File: src/rtl/telegraph_keyer.sv
`default_nettype none
// ============================================================================
// Module      : telegraph_keyer
// Description : Keys the telegraph line for one dot, dash or gap symbol per
//               handshake, timing each unit in TickEn strobes.
// Revision    : 1.0 - initial release
// ============================================================================
module telegraph_keyer #(
   parameter int UNIT_TICKS = 8
) (
   input  logic       Clk,
   input  logic       Rst,
   input  logic       TickEn,
   input  logic [1:0] SymIn,
   input  logic       SymValid,
   output logic       SymReady,
   output logic       Line,
   output logic       Busy,
   output logic       Done
);

   localparam int              c_tickW    = (UNIT_TICKS > 1) ? $clog2(UNIT_TICKS) : 1;
   localparam logic [c_tickW-1:0] c_lastTick = c_tickW'(UNIT_TICKS - 1);

   typedef enum logic [1:0] {
      IDLE  = 2'd0,
      MARK  = 2'd1,
      SPACE = 2'd2
   } state_t;

   state_t             r_state, w_nextState;
   logic [c_tickW-1:0] r_tickCnt, w_nextTick;
   logic [2:0]         r_unitCnt, w_nextUnit;
   logic [1:0]         r_sym, w_nextSym;
   logic               r_line, w_nextLine;
   logic               r_done, w_nextDone;
   logic [2:0]         w_markUnits, w_spaceUnits, w_lastUnit;
   logic               w_accept, w_unitEnd;

   assign SymReady  = (r_state == IDLE) & ~Rst;
   assign w_accept  = SymReady & SymValid;
   assign w_unitEnd = TickEn & (r_tickCnt == c_lastTick);

   // Marks carry their own trailing 1-unit space; gaps add only the remainder.
   always_comb begin
      w_markUnits  = 3'd0;
      w_spaceUnits = 3'd0;
      case (r_sym)
         2'b00:   begin w_markUnits = 3'd1; w_spaceUnits = 3'd1; end
         2'b01:   begin w_markUnits = 3'd3; w_spaceUnits = 3'd1; end
         2'b10:   begin w_markUnits = 3'd0; w_spaceUnits = 3'd2; end
         default: begin w_markUnits = 3'd0; w_spaceUnits = 3'd6; end
      endcase
      w_lastUnit = ((r_state == MARK) ? w_markUnits : w_spaceUnits) - 3'd1;
   end

   always_comb begin
      w_nextState = r_state;
      w_nextTick  = r_tickCnt;
      w_nextUnit  = r_unitCnt;
      w_nextSym   = r_sym;
      w_nextDone  = 1'b0;
      case (r_state)
         IDLE: begin
            if (w_accept) begin
               w_nextSym   = SymIn;
               w_nextTick  = '0;
               w_nextUnit  = 3'd0;
               w_nextState = SymIn[1] ? SPACE : MARK;
            end
         end
         MARK, SPACE: begin
            if (TickEn) begin
               if (w_unitEnd) begin
                  w_nextTick = '0;
                  if (r_unitCnt == w_lastUnit) begin
                     w_nextUnit = 3'd0;
                     if (r_state == MARK) begin
                        w_nextState = SPACE;
                     end else begin
                        w_nextState = IDLE;
                        w_nextDone  = 1'b1;
                     end
                  end else begin
                     w_nextUnit = r_unitCnt + 3'd1;
                  end
               end else begin
                  w_nextTick = r_tickCnt + c_tickW'(1);
               end
            end
         end
         default: begin
            w_nextState = IDLE;
            w_nextTick  = '0;
            w_nextUnit  = 3'd0;
         end
      endcase
      w_nextLine = (w_nextState == MARK);
   end

   always_ff @(posedge Clk or posedge Rst) begin
      if (Rst) begin
         r_state   <= IDLE;
         r_tickCnt <= '0;
         r_unitCnt <= 3'd0;
         r_sym     <= 2'b00;
         r_line    <= 1'b0;
         r_done    <= 1'b0;
      end else begin
         r_state   <= w_nextState;
         r_tickCnt <= w_nextTick;
         r_unitCnt <= w_nextUnit;
         r_sym     <= w_nextSym;
         r_line    <= w_nextLine;
         r_done    <= w_nextDone;
      end
   end

   assign Line = r_line;
   assign Done = r_done;
   assign Busy = (r_state != IDLE);

endmodule
`default_nettype wire
File: config.mk
export PLATFORM = sky130hd
export DESIGN_NAME = telegraph_keyer
export DESIGN_NICKNAME = d
export VERILOG_FILES = /design/src/rtl/telegraph_keyer.sv
export SDC_FILE = /design/constraint.sdc
export NUM_CORES = 1
export LEC_CHECK = 0
export CORE_UTILIZATION = 45
export DETAILED_ROUTE_END_ITERATION = 10
export DONT_BUFFER_PORTS = 1
export PLACE_DENSITY_LB_ADDON = 0.08
export SYNTH_ARGS = -nofsm -noshare
export SYNTH_HDL_FRONTEND = slang
export SYNTH_SLANG_ARGS = --single-unit
File: constraint.sdc
create_clock -name Clk -period 4.17 [get_ports Clk]
set_clock_uncertainty 0.2 [all_clocks]
set_input_delay 0.417 -clock Clk [delete_from_list [all_inputs] [get_ports Clk]]
set_output_delay 0.417 -clock Clk [all_outputs]
set_load 0.005 [all_outputs]
### After elaboration in Yosys (flattened, before gate mapping)

Cells that the tools add are included.

| word-level totals | value |
|---|---|
| register bits | 12 |
| logic and storage cells | 54 |

| operators by class | value |
|---|---|
| add/subtract/negate cells | 3 |
| equality and inequality tests | 10 |
| mux-type cells | 23 |
| bitwise operators | 4 |
| reductions and logical operators | 8 |

Operators with widths:

| operator | count |
|---|---|
| 3-bit 2-to-1 mux | 7 |
| 3-bit case mux with 2 select lines | 3 |
| 2-bit 2-to-1 mux | 6 |
| 2-bit case mux with 2 select lines | 2 |
| 3-bit by 1-bit adder with 3-bit output (second input constant) | 2 |
| 2-bit by 1-bit equality test with 1-bit output (second input constant) | 3 |
| 2-bit != test (second input constant) | 3 |
| 1-bit 2-to-1 mux | 5 |
| 2-bit equality test (second input constant) | 2 |
| 2-bit zero test | 2 |
| 2-bit AND reduction | 2 |
| 2-bit OR reduction | 2 |
| 1-bit bitwise AND | 3 |
| 3-bit equality test | 1 |
| 3-bit equality test (second input constant) | 1 |
| 3-bit AND reduction | 1 |
| 3-bit by 1-bit subtractor with 3-bit output (second input constant) | 1 |
| 2-bit nonzero test | 1 |
| 1-bit NOT | 1 |

### Longest topological paths before layout

Gate-level depths: netlist of the first run.

| depth | value |
|---|---|
| depth after elaboration | 11 |
| mapped depth | 9 |
| depth with buffers taken out | 9 |

### Worst setup path before layout of the first run

No wires, ideal clock.

| path | value |
|---|---|
| path kind | reg-to-reg |
| start point | register r_state[1] |
| end point | register r_line (netlist: Line) |
| arrival time | 1.985 ns |
| data required time | 3.849 ns |
| path slack | 1.864 ns |
| cell stages (with the launch flop) | 10 |
| period minus slack after synthesis | 2.306 ns |
| path through | dfrtp_1 inv_1 ha_1 mux2i_1 ha_1 xnor2_1 nor2_1 nand4_1 mux2_4 and4bb_1 |

| between the ends | value |
|---|---|
| cells in the longest elaborated chain, start to end | 9 |

Ends and longest elaborated chain:

| what | line | source |
|---|---|---|
| from (decl) | 31 | `state_t r_state, w_nextState;` |
| from (signal assigned) | 110 | `r_state <= w_nextState;` |
| 2-bit by 1-bit equality test with 1-bit output | 54, 63, 78 |  |
| 3-bit 2-to-1 mux | 54 | `w_lastUnit = ((r_state == MARK) ? w_markUnits : w_spaceUnits) - 3'd1;` |
| 3-bit by 1-bit subtractor with 3-bit output | 54 |  |
| 3-bit equality test | 76 | `if (r_unitCnt == w_lastUnit) begin` |
| 2-bit 2-to-1 mux | 76 |  |
| 2-bit 2-to-1 mux | 74 | `if (w_unitEnd) begin` |
| 2-bit 2-to-1 mux | 73 | `if (TickEn) begin` |
| 2-bit case mux with 2 select lines * | 63 | `case (r_state)` |
| 2-bit by 1-bit equality test with 1-bit output * | 98 | `w_nextLine = (w_nextState == MARK);` |
| net w_nextLine | 35 | `logic r_line, w_nextLine;` |
| to (signal assigned) | 114 | `r_line <= w_nextLine;` |
| to (decl) | 35 |  |

The timed path passes the listed nets; every way through them passes the cells marked *.
A chain may end at the register's enable or synchronous reset.

### Worst setup path in the final report of the first run

Same ends and word-level chain as after synthesis.

==> flow_summary.json, run 1 <==
{
  "cp_common_cell": "ha_1",
  "io_pins": 10,
  "rows": 14,
  "grt_pass1_vias": 499,
  "overflow": 0,
  "rr_startpoint": "r_state[1]",
  "fmax_mhz": 401.9,
  "yosys_warnings": 0,
  "synth.distinct_cells": 28,
  "pwr-share-clk_pct": 17.2,
  "setup_viol": 0,
  "synth_nets": 86,
  "syn2layout_area_growth_pct": 7.376,
  "critical_path.top_delay_family": "simple AND/OR/NAND/NOR gates",
  "rsz0062_at_grt": "no",
  "die_x_um": 42.26,
  "finalWeightedCongestion": 0.7375,
  "r2r_setup_slack_ns": 1.68,
  "initial_core_util_pct": 48.42,
  "crit_arrival_ns": 2.45,
  "wl_per_cell_um": 12.53,
  "clkSinkCount": 12,
  "coreArea_sq_um": 1506,
  "endpoint_kind": "flop",
  "ys_ff_latch": 12,
  "power.internal_mw": 0.3233,
  "layout_min_cycle_time_ns": 2.488,
  "drc": 0,
  "relSlewSlack_pct": 69.95,
  "crit_buf_inv": 1,
  "cts_tree": "yes",
  "cp-start-kind": "flop",
  "synth-compound-area-share_pct": 8.919,
  "drv_cap": 0,
  "p_comb_share_pct": 48.9,
  "grt_use_total_pct": 16.06,
  "critical_path.max_stage_delay_ns": 0.41,
  "top_usage_layer": "met2",
  "synthMuxAreaShare_pct": 9.434,
  "tns_ns": 0,
  "synthSimpleGateAreaFrac_pct": 18.87,
  "slowest_stage": "dfrtp_1",
  "power_mw": 0.5378,
  "clkTransAtPathRegs_ns": 0.08,
  "tritoncts.num_buffers": 3,
  "ctsRootBufferMaster": "clkbuf_4",
  "routed_wl_um": 1153,
  "syn-cell-area_sq_um": 729.5,
  "power.density_nw_per_um2": 686.6,
  "syn_inst": 73,
  "use_met1_pct": 20.78,
  "met3_usage_pct": 7.328,
  "ctsHtreeMaxLevel": 1,
  "switching_share_pct": 39.88,
  "drive_above_1_share_pct": 11.84,
  "synth_xor_area_share_pct": 4.803,
  "slew_viol_final": 0,
  "worst-setup-path-type": "flop to flop",
  "port_buffers": 0,
  "finalCritPeriodShare_pct": 59.66,
  "worstMarginPinSlew_ns": 0.4502,
  "ctsLongestPathBuffers": 2,
  "die_area_sq_um": 1786,
  "clkLatencyLatePin_ns": 0.27,
  "min_from": "SymIn[0]",
  "yosysSeqAreaShare_pct": 41.17,
  "synth_top_family_by_area": "simple AND/OR/NAND/NOR gates",
  "first_pass_iters": 3,
  "antenna_left": 0,
  "peakVddDrop_v": 0.0003479,
  "avgSynthCellArea_sq_um": 9.992,
  "reg2reg_to": "Line",
  "cp.required_ns": 4.14,
  "hpwl_um": 894.9,
  "holdPathEnd": "r_sym[0]",
  "p_switching_mw": 0.2145,
  "vias_per_cell": 5.511,
  "worst-r2r-cell-count": 9,
  "drtIter0Drc": 5,
  "worstPathCellList": "inv_1 -> ha_1 -> mux2i_1 -> ha_1 -> xnor2_1 -> nor2_1 -> nand4_1 -> a32oi_1 -> and4bb_1",
  "hold_viol": 0,
  "diodes": 0,
  "status": "finished, final reports clean",
  "hold_depth": 1,
  "synthAdderAreaFrac_pct": 12.01,
  "hold_path.class": "input pin to flop",
  "cp_max_fo": 4,
  "power_leakage_nw": 0.3817,
  "antenna_found_initial": 0,
  "grt_pass1_wl_um": 2145,
  "grt_max_degree": 13,
  "vias": 507,
  "die_h_um": 42.26,
  "power_frac_seq_pct": 33.8,
  "grtUsageMet2_pct": 23.69,
  "nets": 90
}
## sequential cells by signal (all words and copies together), names as in the netlist
signal and count:
Done 1, r_sym 2, r_unitCnt 3, Line 1, r_tickCnt 3, r_state 2
## synthesized netlist by cell type
library cell	count	area (sq um)
dfrtp_1	12	300.3
nand2_1	11	41.29
ha_1	7	87.58
inv_1	6	22.52
o21ai_0	4	20.02
mux2_2	3	33.78
nor2_1	3	11.26
xnor2_1	3	26.28
a22o_1	2	17.52
mux2i_1	2	20.02
nand3_1	2	10.01
nand4_1	2	12.51
a21o_1	1	7.510
a21oi_1	1	5.000
a31oi_1	1	6.260
a32oi_1	1	8.760
and2_1	1	6.260
and2b_2	1	8.760
and4b_1	1	10.01
and4bb_1	1	12.51
clkbuf_1	1	3.750
dlygate4sd1_1	1	8.760
mux2_4	1	15.01
nand2b_1	1	6.260
nand3b_1	1	7.510
nor2b_1	1	6.260
nor3_1	1	5.000
xor2_1	1	8.760
## worst reg2reg max path, stage by stage (launching register included)
cell      delay [ns]
dfrtp_1         0.41
inv_1           0.10
ha_1            0.23
mux2i_1         0.21
ha_1            0.25
xnor2_1         0.13
nor2_1          0.13
nand4_1         0.18
a32oi_1         0.31
and4bb_1        0.24
## repair_timing
| item | 4_1_cts | 5_1_grt |
|---|---|---|
| gates resized for setup | 0 | 0 |
| buffers inserted | 0 | 0 |
| endpoints found under the hold margin | 12 | 0 |
| hold buffers | 1 | 0 |
## logic make-up after synthesis
logic type | count (synthesis)
simple gates | 26
flops | 12
compound gates | 10
buf+inv | 8
fa+ha+maj | 7
mux | 6
xor+xnor | 4
## worst max-delay path by stage
stage,cells after the start,from,end,slack [ns]
after CTS,9,r_state[1],Line,1.67
final,9,r_state[1],Line,1.68
after global placement,9,r_state[1],Line,1.74
after global routing,9,r_state[1],Line,1.48
after floorplan,9,r_state[1],Line,1.86
after detailed placement,9,r_state[1],Line,1.70
## placed cells by master, fill, tap and decap left out, types with 2 or more instances in the layout
master / synthesis / final
dfrtp_1: 12 / 12
nand2_1: 11 / 11
ha_1: 7 / 7
inv_1: 6 / 6
o21ai_0: 4 / 4
xnor2_1: 3 / 3
nor2_1: 3 / 3
mux2_2: 3 / 3
clkbuf_4: 0 / 3
a22o_1: 2 / 2
nand3_1: 2 / 2
mux2i_1: 2 / 2
nand4_1: 2 / 2
## metal layers
metal | vias up | routed length, um
li1 | 258 | -
met1 | 237 | 561
met2 | 10 | 518
met3 | 2 | 62
met4 | 0 | 10
met5 | - | 0
## layout make-up
cell class,count,area (sq um)
clock buffer,4,36.28
fill,146,723.2
inverter,6,22.52
multi-input combinational,53,394.1
sequential,12,300.3
tap,16,20.02
timing repair buffer,1,10.01
## power groups by stage
stage / Combinational, mW / Sequential [mW] / Clock [mW]
CTS: 0.268 / 0.183 / 0.0960
global route: 0.304 / 0.188 / 0.103
global placement: 0.260 / 0.185 / 0
finish: 0.263 / 0.182 / 0.0927
detailed placement: 0.265 / 0.185 / 0
floorplan: 0.230 / 0.177 / 0
## through the flow
step / cell area (sq um) / setup WS (ns) / std cells / hold slack, ns / utilization (%)
floorplan: 729.5 / 1.864 / 73 / 0.08170 / -
global placement: 737.0 / 1.736 / 87 / 0.1538 / 48.92
detailed placement: 737.0 / 1.696 / 87 / 0.1486 / 48.92
CTS: 783.3 / 1.666 / 92 / 0.08613 / 51.99
global route: 783.3 / 1.476 / 92 / 0.07678 / 51.99
finish: 783.3 / 1.682 / 92 / 0.09254 / 51.99
(Power assumes the default switching activity.)
==> inputs of run 2 (changes only) <==
Clock period 4.17 ns to 2.3 ns, I/O delays scaled along.
==> flow_summary.json, run 2 (synthesis results as in run 1) <==
{
  "vias": 546,
  "initial_core_util_pct": 48.42,
  "hold_viol": 0,
  "final_core_util_pct": 58.97,
  "tns_ns": -0.03100,
  "crit_arrival_ns": 2.29,
  "power_leakage_nw": 0.4288,
  "finalCritPeriodShare_pct": 101.3,
  "ctsHtreeMaxLevel": 1,
  "status": "finished with violations",
  "tritoncts.num_buffers": 3,
  "top_regs": "r_tickCnt x3, r_unitCnt x3",
  "io_pins": 10,
  "clkLatencyLatePin_ns": 0.27,
  "antenna_found_initial": 0,
  "wl_per_cell_um": 12.04,
  "cts_setup_buffers": 0,
  "peakVddDrop_v": 0.0005976,
  "hold-worst-slack_ns": 0.1151,
  "layout_commonest_cell": "dfrtp_1",
  "cts_tree": "yes",
  "worst-setup-path-type": "flop to flop",
  "cp.required_ns": 2.26,
  "ctsLongestPathBuffers": 2,
  "setup_viol": 1,
  "syn2layout_area_growth_pct": 21.78,
  "endpoint_kind": "flop",
  "slew_viol_final": 0,
  "drc": 0,
  "overflow": 0,
  "layout_min_cycle_time_ns": 2.331,
  "grt_pass1_wl_um": 2256,
  "nets": 100,
  "die_area_sq_um": 1786,
  "drtIter0Drc": 9,
  "ctsRootBufferMaster": "clkbuf_4",
  "layout_common_cells": "12 x dfrtp_1, 11 x nand2_1, 7 x buf_4",
  "hpwl_um": 946.2,
  "finalWeightedCongestion": 0.7043,
  "antenna_left": 0,
  "clkTransAtPathRegs_ns": 0.08,
  "cp-start-kind": "flop",
  "relSlewSlack_pct": 68.71,
  "grt_use_total_pct": 16.86,
  "clkSinkCount": 12,
  "power.density_nw_per_um2": 1226,
  "hold_path.class": "input pin to flop",
  "worstMarginPinSlew_ns": 0.4688,
  "rsz0062_at_grt": "yes",
  "diodes": 0,
  "die_h_um": 42.26,
  "coreArea_sq_um": 1506,
  "vias_per_cell": 5.353,
  "fin_ws_ns": -0.03100,
  "die_x_um": 42.26,
  "rows": 14,
  "cp_max_fo": 3,
  "grt_pass1_vias": 552,
  "first_pass_iters": 4,
  "violations": "setup timing",
  "port_buffers": 0,
  "grt_max_degree": 13,
  "fmax_mhz": 429.0,
  "routed_wl_um": 1228,
  "drv_cap": 0,
  "drive_above_1_share_pct": 23.26
}
[run 2: power by group]
part / internal, mW / leakage, nW / switching [mW] / total, mW
combinational: 0.297 / 0.249 / 0.308 / 0.605
sequential: 0.274 / 0.159 / 0.0421 / 0.317
clock: 0.0961 / 0.0210 / 0.0712 / 0.167
[run 2: path summary, 6_finish.rpt]
check | startpoint | end | slack (ns) | cells after the start
min | SymIn[1] | r_state[1] | 0.12 | 4
max reg2reg | r_state[1] | Line | -0.03 | 9
min in group asynchronous | Rst | r_state[1] | 0.22 | 2
max | r_state[1] | Line | -0.03 | 9
max in group asynchronous | Rst | Line | 1.36 | 2
min reg2reg | r_tickCnt[2] | r_tickCnt[2] | 0.31 | 1
[run 2: per-stage QoR]
stage | instances | cell area [sq um] | total power [mW] | worst slack, ns
finish | 102 | 888.4 | 1.089 | -0.03100
global route | 102 | 888.4 | 1.200 | -0.1443
CTS | 102 | 868.3 | 1.073 | -0.05797
detailed placement | 94 | 792.0 | 0.8941 | -0.05916
global placement | 94 | 792.0 | 0.8907 | -0.01806
floorplan | 73 | 732.0 | 0.7396 | 0.004536
[run 2: worst max-delay path: stages (launching register included)]
cell and delay (ns):
dfrtp_1 0.39, inv_2 0.08, ha_4 0.13, mux2i_1 0.19, ha_1 0.26, xnor2_1 0.13, nor2_1 0.12, nand4_1 0.19
mux2_4 0.35, and4bb_1 0.19
[run 2: area by class of cell]
cell class	instances	area (sq um)
Fill cell	134	618.1
Inverter	6	22.52
Timing Repair Buffer	11	92.59
Tap cell	16	20.02
Multi-Input combinational cell	53	416.7
Clock buffer	4	36.28
Sequential cell	12	300.3
[run 2: routing by layer]
| layer | track usage [%] | vias up | share of wire (%) |
|---|---|---|---|
| li1 | - | 281 | - |
| met1 | 21.82 | 255 | 48 |
| met2 | 26.46 | 8 | 48 |
| met3 | 3.017 | 2 | 3.3 |
| met4 | 9.375 | 0 | 0.81 |
| met5 | 0 | - | 0 |
[run 2: what timing repair did]
| action | CTS | global route |
|---|---|---|
| gates resized for setup | 0 | 4 |
| hold buffers | 4 | 0 |
| pin swaps | 2 | 2 |
| endpoints found under the setup margin | 3 | 3 |
| endpoints found under the hold margin | 15 | 0 |
